### src/rtl/cpu_ctrl_pkg.sv
// Shared control-path definitions for the CPU timing logic.
// Holds the sequencer state encoding and the default T-state width so that
// the sequencer and the downstream timing decoder are always built with the
// same step width.
package cpu_ctrl_pkg;

    // Default T-state index width; the last step is 2**DEFAULT_STEP_WIDTH-1.
    localparam int DEFAULT_STEP_WIDTH = 3;

    // Sequencer state encoding.
    localparam logic [1:0] IDLE   = 2'd0;
    localparam logic [1:0] FETCH  = 2'd1;
    localparam logic [1:0] EXEC   = 2'd2;
    localparam logic [1:0] HALTED = 2'd3;

    typedef enum logic [1:0] {
        ST_IDLE   = IDLE,
        ST_FETCH  = FETCH,
        ST_EXEC   = EXEC,
        ST_HALTED = HALTED
    } state_t;

endpackage

### src/rtl/step_counter.sv
// T-state step counter used by the instruction step sequencer.
// Ports:
//   clk, reset : clock and synchronous active-high reset
//   clr        : force the count back to zero (wins over everything else)
//   inc        : advance by one step
//   hold       : freeze the count (wins over inc)
//   value      : current step index
//   at_max     : high when value is the last step (all ones)
module step_counter
    import cpu_ctrl_pkg::*;
#(
    parameter int STEP_WIDTH = DEFAULT_STEP_WIDTH
) (
    input  logic                  clk,
    input  logic                  reset,
    input  logic                  clr,
    input  logic                  inc,
    input  logic                  hold,
    output logic [STEP_WIDTH-1:0] value,
    output logic                  at_max
);

    logic [STEP_WIDTH-1:0] r_value;

    // Step register. Clear beats hold, and hold beats increment, so a stalled
    // step never moves even if the control logic also requests an advance.
    always_ff @(posedge clk) begin
        if (reset || clr) begin
            r_value <= '0;
        end else if (!hold && inc) begin
            r_value <= r_value + STEP_WIDTH'(1);
        end
    end

    assign value  = r_value;
    assign at_max = (r_value == '1);

endmodule

### src/rtl/instr_step_sequencer.sv
// Control-path timing generator. Fetches an opcode into the instruction
// register, then walks the T-state counter through the execution steps,
// handling memory waits, execution stalls, early instruction end and halt
// requests taken at instruction boundaries.
// Ports:
//   clk, reset   : clock and synchronous active-high reset
//   start        : leave IDLE/HALTED and begin fetching
//   halt_req     : pulse; halt at the next instruction boundary
//   mem_ready    : opcode on ir_in is valid this cycle
//   ir_in        : opcode from the memory data bus
//   stall        : hold the current execution step
//   ins_end      : current step is the last one for this opcode
//   fetch_req    : opcode read request
//   ir_out       : instruction register
//   step_sel     : T-state index for the timing decoder
//   step_en      : T-state valid for the timing decoder
//   running      : in FETCH or EXEC
//   halted       : in HALTED
//   instr_count  : retired instruction count, wraps silently
module instr_step_sequencer
    import cpu_ctrl_pkg::*;
#(
    parameter int STEP_WIDTH   = DEFAULT_STEP_WIDTH,
    parameter int OPCODE_WIDTH = 8,
    parameter int COUNT_WIDTH  = 16
) (
    input  logic                    clk,
    input  logic                    reset,
    input  logic                    start,
    input  logic                    halt_req,
    input  logic                    mem_ready,
    input  logic [OPCODE_WIDTH-1:0] ir_in,
    input  logic                    stall,
    input  logic                    ins_end,
    output logic                    fetch_req,
    output logic [OPCODE_WIDTH-1:0] ir_out,
    output logic [STEP_WIDTH-1:0]   step_sel,
    output logic                    step_en,
    output logic                    running,
    output logic                    halted,
    output logic [COUNT_WIDTH-1:0]  instr_count
);

    state_t                  r_state;
    logic [OPCODE_WIDTH-1:0] r_ir;
    logic [COUNT_WIDTH-1:0]  r_instrCount;
    logic                    r_haltPending;

    logic                    w_stepClr;
    logic                    w_stepInc;
    logic                    w_stepHold;
    logic                    w_instrDone;
    logic [STEP_WIDTH-1:0]   w_stepValue;
    logic                    w_stepAtMax;

    step_counter #(
        .STEP_WIDTH(STEP_WIDTH)
    ) u_stepCounter (
        .clk    (clk),
        .reset  (reset),
        .clr    (w_stepClr),
        .inc    (w_stepInc),
        .hold   (w_stepHold),
        .value  (w_stepValue),
        .at_max (w_stepAtMax)
    );

    // Step counter control. The step sits at 0 outside EXEC, so the opcode
    // capture in FETCH is just an increment from T0 to T1. In EXEC a stall
    // freezes everything, including a same-cycle ins_end; otherwise the
    // instruction ends on ins_end or when the last step is reached.
    always_comb begin
        w_stepClr   = 1'b0;
        w_stepInc   = 1'b0;
        w_stepHold  = 1'b0;
        w_instrDone = 1'b0;
        case (r_state)
            ST_IDLE, ST_HALTED: w_stepClr = 1'b1;
            ST_FETCH:           w_stepInc = mem_ready;
            ST_EXEC: begin
                if (stall) begin
                    w_stepHold = 1'b1;
                end else if (ins_end || w_stepAtMax) begin
                    w_instrDone = 1'b1;
                    w_stepClr   = 1'b1;
                end else begin
                    w_stepInc = 1'b1;
                end
            end
            default: w_stepClr = 1'b1;
        endcase
    end

    // Main sequencer FSM with the instruction register, halt latch and retired
    // counter. A halt request seen on the very cycle an instruction ends is
    // honoured immediately rather than being latched for the next boundary.
    always_ff @(posedge clk) begin
        if (reset) begin
            r_state       <= ST_IDLE;
            r_ir          <= '0;
            r_instrCount  <= '0;
            r_haltPending <= 1'b0;
        end else begin
            case (r_state)
                ST_IDLE: begin
                    if (start) r_state <= ST_FETCH;
                end
                ST_FETCH: begin
                    if (halt_req) r_haltPending <= 1'b1;
                    if (mem_ready) begin
                        r_ir    <= ir_in;
                        r_state <= ST_EXEC;
                    end
                end
                ST_EXEC: begin
                    if (w_instrDone) begin
                        r_instrCount <= r_instrCount + COUNT_WIDTH'(1);
                        if (r_haltPending || halt_req) begin
                            r_state       <= ST_HALTED;
                            r_haltPending <= 1'b0;
                        end else begin
                            r_state <= ST_FETCH;
                        end
                    end else if (halt_req) begin
                        r_haltPending <= 1'b1;
                    end
                end
                ST_HALTED: begin
                    if (start) r_state <= ST_FETCH;
                end
                default: r_state <= ST_IDLE;
            endcase
        end
    end

    // Outputs are decoded purely from registered state.
    assign fetch_req   = (r_state == ST_FETCH);
    assign step_en     = (r_state == ST_FETCH) || (r_state == ST_EXEC);
    assign running     = step_en;
    assign halted      = (r_state == ST_HALTED);
    assign step_sel    = (r_state == ST_EXEC) ? w_stepValue : '0;
    assign ir_out      = r_ir;
    assign instr_count = r_instrCount;

endmodule

### config.mk
export PLATFORM = sky130hd
export DESIGN_NAME = instr_step_sequencer
export DESIGN_NICKNAME = d
export VERILOG_FILES = /design/src/rtl/cpu_ctrl_pkg.sv /design/src/rtl/step_counter.sv /design/src/rtl/instr_step_sequencer.sv
export SDC_FILE = /design/constraint.sdc
export NUM_CORES = 1
export LEC_CHECK = 0
export CORE_AREA = 2 2 67 69
export CTS_CLUSTER_SIZE = 30
export DETAILED_ROUTE_END_ITERATION = 16
export DIE_AREA = 0 0 69 71
export GPL_ROUTABILITY_DRIVEN = 0
export GPL_TIMING_DRIVEN = 0
export HOLD_SLACK_MARGIN = 0.1
export PLACE_DENSITY = 0.67
export SETUP_SLACK_MARGIN = 0.4
export SLEW_MARGIN = 20
export SYNTH_ARGS = -nofsm -noshare
export SYNTH_HDL_FRONTEND = slang
export SYNTH_SLANG_ARGS = --single-unit
### constraint.sdc
create_clock -name clk -period 3.4 [get_ports clk]
set_input_delay 0.68 -clock clk [delete_from_list [all_inputs] [get_ports clk]]
set_output_delay 0.68 -clock clk [all_outputs]
set_load 0.005 [all_outputs]
== Word-level counts from Yosys, hierarchy flattened ==
Cells that the tools add are included.

* Word-level logic and storage cells: 47
* Register bits: 30
* Input bits: 15
* Output and inout port bits: 31

* Muxes and demuxes: 19
* Equality and inequality tests: 8
* Add/subtract/negate cells: 2
* Reductions and logical operators: 13

{| class="wikitable"
|+ Operators by type and width
! cell !! count
|-
| adder 16 x 1 -> 16 bit, second input constant || 1
|-
| 2-to-1 mux 1 bit || 10
|-
| 2-to-1 mux 2 bit || 4
|-
| one-hot mux 1 bit (2 select lines) || 3
|-
| one-hot mux 2 bit (3 select lines) || 1
|-
| AND reduction 2 bit || 3
|-
| == test 2 bit, second input constant || 2
|-
| logical OR 1 bit || 4
|-
| != test 2 bit, second input constant || 2
|-
| adder 3 x 1 -> 3 bit, second input constant || 1
|-
| == test 3 bit, second input constant || 1
|-
| 2-to-1 mux 3 bit || 1
|-
| != test 3 bit, second input constant || 1
|-
| AND reduction 3 bit || 1
|-
| == test 2 x 1 -> 1 bit, second input constant || 1
|-
| zero test 2 bit || 1
|-
| != test 2 x 1 -> 1 bit, second input constant || 1
|-
| nonzero test 2 bit || 1
|-
| OR reduction 2 bit || 1
|-
| logical AND 1 bit || 1
|-
| zero test 1 bit || 1
|}

== Logic depth before layout (Yosys ltp) ==
Gate-level depths: netlist of run 1.

* Depth after elaboration: 7
* Gate-level depth with buffers: 7

== Modules after synthesis ==
Synthesis of run 1 repeated with hierarchy kept, for this count alone.

* Cell total of the unflattened synthesis: 168
* Area total of the unflattened synthesis: 1450.1 um2

{| class="wikitable"
|+ By module, submodules not included
! module !! cells an instance !! times used !! area each (um2)
|-
| instr_step_sequencer || 156 || 1 || 1307.5
|-
| step_counter || 12 || 1 || 142.6
|}

== Worst setup path before layout of run 1 ==
OpenSTA, ideal clock, no wires.

* Kind: input-to-reg
* Start point: input stall
* End point: register r_instrCount[14], in the netlist instr_count[14]
* Data arrival time: 2.114 ns
* Setup slack: 1.215 ns
* Path buffers: 1
* Stages: 5
* Library setup time: 0.070 ns
* Data required time: 3.330 ns
* Cells stage by stage: o21bai_1 or4_1 buf_2 or4_1 a21oi_1

* Longest elaborated chain between the ends: 3

{| class="wikitable"
|+ RTL lines
! what !! line !! source
|-
| from (decl) || instr_step_sequencer.sv:33 || <nowiki>input logic stall,</nowiki>
|-
| 2-to-1 mux 1 bit || instr_step_sequencer.sv:81 || <nowiki>if (stall) begin</nowiki>
|-
| 2-to-1 mux 1 bit || instr_step_sequencer.sv:77 || <nowiki>case (r_state)</nowiki>
|-
| AND reduction 2 bit (no source line) || -- ||
|-
| to (signal assigned) || instr_step_sequencer.sv:117 || <nowiki>r_instrCount <= r_instrCount + COUNT_WIDTH'(1);</nowiki>
|-
| to (decl) || instr_step_sequencer.sv:46 || <nowiki>logic [COUNT_WIDTH-1:0] r_instrCount;</nowiki>
|}

No other way between the ends.
A chain may end at the register's enable or synchronous reset.

== Worst setup path in the final report of run 1 ==
* Start point: register r_state[1]
* End point: output step_sel[2]

* Longest elaborated chain between the ends: 2

{| class="wikitable"
|+ RTL lines
! what !! line !! source
|-
| from (decl) || instr_step_sequencer.sv:44 || <nowiki>state_t r_state;</nowiki>
|-
| from (signal assigned) || instr_step_sequencer.sv:99 || <nowiki>r_state <= ST_IDLE;</nowiki>
|-
| from (signal assigned) || instr_step_sequencer.sv:106 || <nowiki>if (start) r_state <= ST_FETCH;</nowiki>
|-
| from (signal assigned) || instr_step_sequencer.sv:112 || <nowiki>r_state <= ST_EXEC;</nowiki>
|-
| == test 2 bit || instr_step_sequencer.sv:141 || <nowiki>assign step_sel = (r_state == ST_EXEC) ? w_stepValue : '0;</nowiki>
|-
| 2-to-1 mux 3 bit || instr_step_sequencer.sv:141 ||
|-
| to (decl) || instr_step_sequencer.sv:37 || <nowiki>output logic [STEP_WIDTH-1:0] step_sel,</nowiki>
|}

No other way between the ends.

==> impl_metrics.ini, run 1 <==
[placement]
dp_hpwl_um = 2280
port_buffers = 44
placed_area_sq_um = 1930
place_ws_ps = 516

[final_layout]
fillers = 424
layout_common_cells = clkdlybuf4s50_1 (44), dfxtp_1 (30), nor2_1 (17)
final_common_cell = clkdlybuf4s50_1
fin_area_sq_um = 2030
register_area_sq_um = 601
multi_input_area_sq_um = 771
layout-drive-gt1-share_pct = 9.05
area_growth_pct = 41.8
nets = 241
diodes = 0

[cts]
cts_made_buffers = 5
htree_num_levels = 2
cts_setup_buffers = 0
clockBufferDepth = 2
path_clk_slew_ps = 70
clock_latency_ps = 280
root_buffer = clkbuf_8
cts_resized = 0
cts.sinks = 30
cts_tree = yes
cts_hold_buffers = 0

[die]
fp.dieW_um = 69
row_count = 24
start_util_pct = 34.0
dieArea_sq_um = 4900
core-area_sq_um = 4200
io-pin-count = 46
die_h_um = 71

[global_routing]
globalRoute.totalOverflow = 0
grt_max_degree = 11
grt_pass1_vias = 1209
grt_use_total_pct = 14.3
antenna_found_initial = 0
grt_pass1_wl_um = 5610

[timing]
skew_ps = 3.71
slew-limit-headroom_pct = 31.6
rsz0062_at_grt = no
max_clock_freq_mhz = 377
setup_tns_ps = 0
finalWorstSetupSlack_ps = 749
period_share_pct = 78.0
fin_crit_ps = 2650
setup_viol = 0
hold_viol = 0
whs_ps = 454
drv_slew = 0
worst-slew-pin-transition_ps = 1020

[logic_synthesis]
synth_nets = 190
synth_cells = 169
avgSynthCellArea_sq_um = 8.45
yosysSeqAreaShare_pct = 42.0
synth.distinct_cells = 36
yosysWarnings = 0
ys_ff_latch = 30
netlist_area_sq_um = 1430

[critical_path]
path_max_fanout = 10
start_kind = flip-flop
critPathKind = reg2out
required_ps = 2720
cp-end-kind = output pin
crit_arrival_ps = 1970

[routing]
finalWirelength_um = 3240
via_per_inst = 4.79
ant_nets = 0
dr.pass1.iters = 5
vias = 1308
drtIter0Drc = 53
route.detailed.drc = 0
drt-wirelength-per-cell_um = 11.9

[power_and_ir_drop]
p_sw_w = 0.000288
power_density_nw_per_um2 = 480
power.internal_w = 0.000684
power_frac_seq_pct = 40.9
switching_share_pct = 29.6
comb_power_share_pct = 28.2
p_leak_nw = 0.744
p_clk_share_pct = 30.9
peakVddDrop_uv = 216

[status]
status = finished, final reports clean

[min_path]
hold_class = reg2reg

[job]
maxCapViolCount = 0
==> metrics by stage <==
step	power [W]	std cells	utilization [%]
finish	0.000973	273	48.2
global route	0.00103	273	48.2
CTS	0.000986	273	48.2
detailed placement	0.000679	265	46.0
global placement	0.000678	265	46.0
floorplan	0.000557	169	-
==> synth_stat cells <==
cell      instances  area, sq um
buf_2             1         5.00
o31a_1            1         8.76
or3_1             2         12.5
or3b_2            1         8.76
or4_1             2         15.0
xnor2_1           1         8.76
ha_1              6         75.1
nand2_1          15         56.3
nand3_1          16         80.1
xor2_1            6         52.6
mux2i_1           3         30.0
and2_1            3         18.8
o21ai_0           6         30.0
a221o_1           1         10.0
o22ai_1           1         6.26
buf_4             1         7.51
o21ba_2           2         20.0
nor2b_1           4         25.0
inv_2             1         3.75
nand4_1           4         25.0
a221oi_1          1         8.76
or2_2             1         6.26
inv_1             5         18.8
nor2_1           17         63.8
mux2_2            4         45.0
a31o_2            1         8.76
dfxtp_1          30          601
a21oi_1          16         80.1
nand2b_1          3         18.8
o21bai_1          2         15.0
and3_1            1         6.26
nor4_1            2         12.5
nor3_1            1         5.00
clkbuf_1          6         22.5
or4b_2            1         10.0
o31ai_1           1         7.51
==> critical path: stages, from the launching register on <==
cell and delay [ps]:
dfxtp_1 390, ha_1 280, clkbuf_1 350, and2_1 180, clkdlybuf4s50_1 490
==> flip-flops by register name (all words and copies together), names as in the netlist <==
name                 flops
r_haltPending            1
ir_out                   8
u_stepCounter.value      3
r_state                  2
instr_count             16
==> power groups by stage <==
stage	Clock (W)	Sequential [W]	Combinational, W
detailed placement	0	0.000406	0.000273
floorplan	0	0.000404	0.000153
CTS	0.000313	0.000398	0.000275
finish	0.000301	0.000398	0.000274
global placement	0	0.000406	0.000273
global route	0.000327	0.000402	0.000304
==> metal layers <==
layer | vias up | track usage, % | wire, um
li1 | 692 | - | -
met2 | 40 | 21.3 | 1330
met5 | - | 0 | 0
met1 | 571 | 18.7 | 1660
met3 | 5 | 5.41 | 201
met4 | 0 | 5.88 | 46
==> cell families after synthesis <==
group / after synthesis / synth area share [%]
xor gates and xnor gates: 7 / 4.29
adders and majority gates: 6 / 5.25
muxes: 7 / 5.25
buffers and inverters: 14 / 4.03
AOI/OAI and AO/OA: 32 / 13.7
DFF: 30 / 42.0
and+or+nand+nor: 73 / 25.5
==> layout make-up <==
class,instances,area share [%]
Tap cell,52,3.21
Buffer,8,1.73
Inverter,6,1.11
Multi-Input combinational cell,125,38.0
Clock inverter,1,0.247
Timing Repair Buffer,44,21.7
Clock buffer,7,4.26
Sequential cell,30,29.6
==> worst paths after layout <==
check | slack, ps | to | cells past startpoint | from
worst max-delay path | 750 | step_sel[2] | 4 | r_state[1]
worst min-delay path | 450 | ir_out[6] | 2 | ir_out[6]
worst max register to register | 1020 | instr_count[15] | 6 | u_stepCounter.value[0]
worst min register to register | 450 | ir_out[6] | 2 | ir_out[6]
(Power assumes the default switching activity.)
==> run 2: changes to the inputs <==
Settings changed: PLACE_DENSITY 0.67 to 0.7.
Clock period 3.4 ns to 2.2 ns, I/O delays scaled along.
==> impl_metrics.ini, run 2 (synthesis results as in run 1) <==
[min_path]
hold_class = reg2reg

[power_and_ir_drop]
peakVddDrop_uv = 455
comb_power_share_pct = 34.2
power_density_nw_per_um2 = 718
switching_share_pct = 30.4
p_clk_share_pct = 28.2
p_sw_w = 0.000500
power.internal_w = 0.00115
p_leak_nw = 0.898
total_power_w = 0.00165
power_frac_seq_pct = 37.6

[global_routing]
antenna_found_initial = 0
grt_max_degree = 11
grt_pass1_wl_um = 6000
grt_use_total_pct = 15.1
grt_pass1_vias = 1294
globalRoute.totalOverflow = 0

[cts]
cts.sinks = 30
root_buffer = clkbuf_8
cts_made_buffers = 5
path_clk_slew_ps = 70
clockBufferDepth = 2
cts_tree = yes
htree_num_levels = 2
cts_hold_buffers = 0
clock_latency_ps = 280

[critical_path]
slowest_delay_ps = 510
critPathKind = reg2reg
start_kind = flip-flop
worstPathCellList = ha_4, buf_6, inv_6, or4_4, buf_6, or4_4, a21oi_2
required_ps = 2420
crit_family = simple AND/OR/NAND/NOR gates
crit_arrival_ps = 2140
r2r_setup_slack_ps = 280
critPathBufInv = 3
cp-end-kind = flip-flop
path_max_fanout = 5
slowest_stage = or4_4

[timing]
setup_tns_ps = 0
slew-limit-headroom_pct = 70.4
drv_slew = 0
worst-slew-pin-transition_ps = 445
rsz0062_at_grt = yes
hold_viol = 0
skew_ps = 10.1
setup_viol = 0
fin_crit_ps = 1920
period_share_pct = 87.3
max_clock_freq_mhz = 521

[final_layout]
register_area_sq_um = 616
area_growth_pct = 60.5
nets = 256
final_common_cell = clkdlybuf4s50_1
layout-drive-gt1-share_pct = 26.7
largest_reg_flops = 16
layout_common_cells = clkdlybuf4s50_1 (35), dfxtp_1 (24), nor2_1 (17)
multi_input_area_sq_um = 891
diodes = 0
fillers = 402

[die]
dieArea_sq_um = 4900
io-pin-count = 46
core-area_sq_um = 4200
fp.dieW_um = 69
die_h_um = 71
row_count = 24
start_util_pct = 34.0

[routing]
finalWirelength_um = 3860
drt-wirelength-per-cell_um = 13.4
vias = 1468
ant_nets = 0
via_per_inst = 5.10
route.detailed.drc = 0
drtIter0Drc = 72
dr.pass1.iters = 4

[placement]
dp_hpwl_um = 2540
port_buffers = 44

[status]
status = finished, final reports clean

[job]
maxCapViolCount = 0
==> run 2: changes by cell type in the layout (fill, tap and decap cells not counted), sizes merged <==
cell	previous run	this run
clkinvlp	0	1
buf	2	17
clkdlybuf4s15	0	1
dlymetal6s2s	0	2
clkdlybuf4s50	44	35
dlygate4sd2	0	4
clkbuf	13	14
==> run 2: per-stage QoR <==
step,area [sq um],hold WS (ps),setup WS [ps],utilization [%],instances
final,2290,453,280,54.6,288
after global routing,2290,469,229,54.6,288
after CTS,2200,455,208,52.3,280
after detailed placement,2020,446,-66.0,48.0,265
after global placement,2020,442,-55.6,48.0,265
after floorplan,1510,444,401,-,169
==> run 2: power by group through the flow <==
stage                     combinational (W)  sequential (W)  clock (W)
after floorplan                    0.000254        0.000634          0
after global placement             0.000447        0.000636          0
after detailed placement           0.000459        0.000636          0
after CTS                          0.000508        0.000619   0.000478
after global routing               0.000620        0.000622   0.000502
final                              0.000563        0.000618   0.000464
==> run 2: worst paths after layout <==
kind | start | to | depth (start not counted)
worst min-delay path | ir_out[0] | ir_out[0] | 2
worst min register to register | ir_out[0] | ir_out[0] | 2
worst max register to register | r_state[1] | instr_count[14] | 7
worst max-delay path | r_state[1] | instr_count[14] | 7
==> run 2: layout make-up <==
type	count	area share [%]
inverters	6	1.20
flip-flops and latches	30	26.8
clock buffers	6	3.60
multi-input cells	125	38.8
repair buffers	59	23.7
clock inverters	2	0.546
well taps	52	2.84
plain buffers	8	2.40
==> run 2: worst register-to-register path: stages (launching register included) <==
cell and delay (ps):
dfxtp_4 370, ha_4 160, buf_6 110, inv_6 30, or4_4 510, buf_6 150, or4_4 420, a21oi_2 120
==> run 2: metal layers <==
| layer | GRT usage, % | vias to the layer above | part of all wire, % |
|---|---|---|---|
| met5 | 0 | - | 0 |
| met3 | 4.13 | 8 | 6.2 |
| met4 | 5.23 | 0 | 2.1 |
| li1 | - | 724 | - |
| met1 | 17.6 | 684 | 44 |
| met2 | 26.5 | 52 | 48 |
==> run 2: repair_timing <==
item,in CTS,in global routing
setup endpoints to repair,25,28
resized for setup,19,20
gates cloned,1,0
pin swaps,7,11
buffers inserted,6,8
==> run 3: changes to the inputs <==
Settings changed: CTS_BUF_LIST from default to sky130_fd_sc_hd__clkbuf_2 sky130_fd_sc_hd__clkbuf_4 sky130_fd_sc_hd__clkbuf_8, PLACE_DENSITY 0.7 to 0.67, SLEW_MARGIN 20 to default.
Clock period 2.2 ns to 2 ns, I/O delays scaled along.
==> impl_metrics.ini, run 3 (synthesis results as in run 1) <==
[status]
status = finished, final reports clean

[final_layout]
layout_common_cells = clkdlybuf4s50_1 (35), nor2_1 (17), nand2_1 (15), a21oi_1 (15), nand3_1 (15)
fin_area_sq_um = 2390
area_growth_pct = 67.1
post-route-util_pct = 56.8
layout-drive-gt1-share_pct = 33.2
nets = 258
final_common_cell = clkdlybuf4s50_1
diodes = 0
largest_reg_flops = 16

[cts]
htree_num_levels = 2
cts_tree = yes
cts_hold_buffers = 0
path_clk_slew_ps = 70
clockBufferDepth = 2
root_buffer = clkbuf_8
cts.sinks = 30
cts_made_buffers = 5
clock_latency_ps = 290

[global_routing]
grt_pass1_wl_um = 6440
grt_use_total_pct = 16.4
grt_pass1_vias = 1429
globalRoute.totalOverflow = 0
grt_max_degree = 11
antenna_found_initial = 0

[routing]
finalWirelength_um = 3950
drt-wirelength-per-cell_um = 13.6
route.detailed.drc = 0
dr.pass1.iters = 4
via_per_inst = 4.97
drtIter0Drc = 59
vias = 1442
ant_nets = 0

[timing]
rsz0062_at_grt = yes
skew_ps = 4.63
max_clock_freq_mhz = 533
slew-limit-headroom_pct = 72.0
finalWorstSetupSlack_ps = 123
worst-slew-pin-transition_ps = 420
drv_slew = 0
period_share_pct = 93.9
setup_viol = 0
hold_viol = 0
fin_crit_ps = 1880

[critical_path]
r2r_setup_slack_ps = 120
r2r_cells = 7
cp-end-kind = flip-flop
rr_endpoint = instr_count[14]
required_ps = 2230
start_kind = flip-flop
path_max_fanout = 7
crit_arrival_ps = 2100
critPathKind = reg2reg
r2r-start = u_stepCounter.value[0]

[placement]
dp_hpwl_um = 2410
place_ws_ps = -259
placed_area_sq_um = 2020
port_buffers = 44

[min_path]
whs_path_depth = 2
hold_path_end = ir_out[4]
hold_class = reg2reg
hold_start = ir_out[4]

[die]
core-area_sq_um = 4200
fp.dieW_um = 69
dieArea_sq_um = 4900
die_h_um = 71
io-pin-count = 46
start_util_pct = 34.0
row_count = 24

[power_and_ir_drop]
power_density_nw_per_um2 = 894
p_leak_nw = 0.911
peakVddDrop_uv = 464

[job]
maxCapViolCount = 0
## run 3: cell count changes in the layout (fill, tap and decap cells not counted), sizes merged
cell / previous run / this run
bufinv: 0 / 2
clkinvlp: 1 / 0
dlymetal6s2s: 2 / 0
clkinv: 1 / 0
dlygate4sd2: 4 / 2
buf: 17 / 25
clkbuf: 14 / 12
## run 3: repair_timing
| item | in CTS | in global routing |
|---|---|---|
| pin swaps | 10 | 10 |
| gates resized for setup | 55 | 17 |
| endpoints found under the setup margin | 46 | 31 |
| hold endpoints to repair | 0 | 0 |
| setup buffers | 12 | 5 |
## run 3: area by class of cell
type | instances | area (sq um)
Inverter | 6 | 30.0
Timing Repair Buffer | 61 | 561
Fill cell | 372 | 1820
Clock inverter | 2 | 60.1
Buffer | 8 | 60.1
Clock buffer | 6 | 82.6
Sequential cell | 30 | 637
Multi-Input combinational cell | 125 | 892
Tap cell | 52 | 65.1
## run 3: how the worst max path moves through the flow
stage,startpoint,endpoint,slack (ps),cells after the start
CTS,u_stepCounter.value[0],instr_count[14],120,7
floorplan,u_stepCounter.value[1],instr_count[14],200,7
global placement,ins_end,instr_count[14],-240,6
global route,u_stepCounter.value[0],instr_count[12],30,7
finish,u_stepCounter.value[0],instr_count[14],120,7
detailed placement,ins_end,instr_count[9],-260,5
## run 3: worst max-delay path, cell delays in order, from the launching register on
cell      delay (ps)
dfxtp_2          360
ha_4             140
ha_4             150
o21bai_4          60
or4_4            420
buf_6            150
or4_1            410
a21oi_1          130
## run 3: per-layer routing
metal / wire [um] / vias to the layer above / share of wire, % / global-route usage [%]
met5: 0 / - / 0 / 0
met4: 101 / 0 / 2.6 / 7.84
met3: 209 / 9 / 5.3 / 4.27
met2: 1950 / 35 / 49 / 27.9
met1: 1690 / 676 / 43 / 19.2
li1: - / 722 / - / -
## run 3: where the power goes
part	internal (W)	total (W)	leakage (nW)	switching (W)
Clock	0.000531	0.000778	0.0714	0.000247
Combinational	0.000363	0.000668	0.586	0.000305
Sequential	0.000649	0.000688	0.253	0.0000396
## run 3: per-stage QoR
stage,instances,hold WS [ps],power (W),setup TNS [ps]
after CTS,285,455,0.00208,0
after global routing,290,477,0.00223,0
after detailed placement,265,447,0.00120,-3300
after global placement,265,441,0.00119,-2810
final,290,452,0.00214,0
after floorplan,169,444,0.000977,0
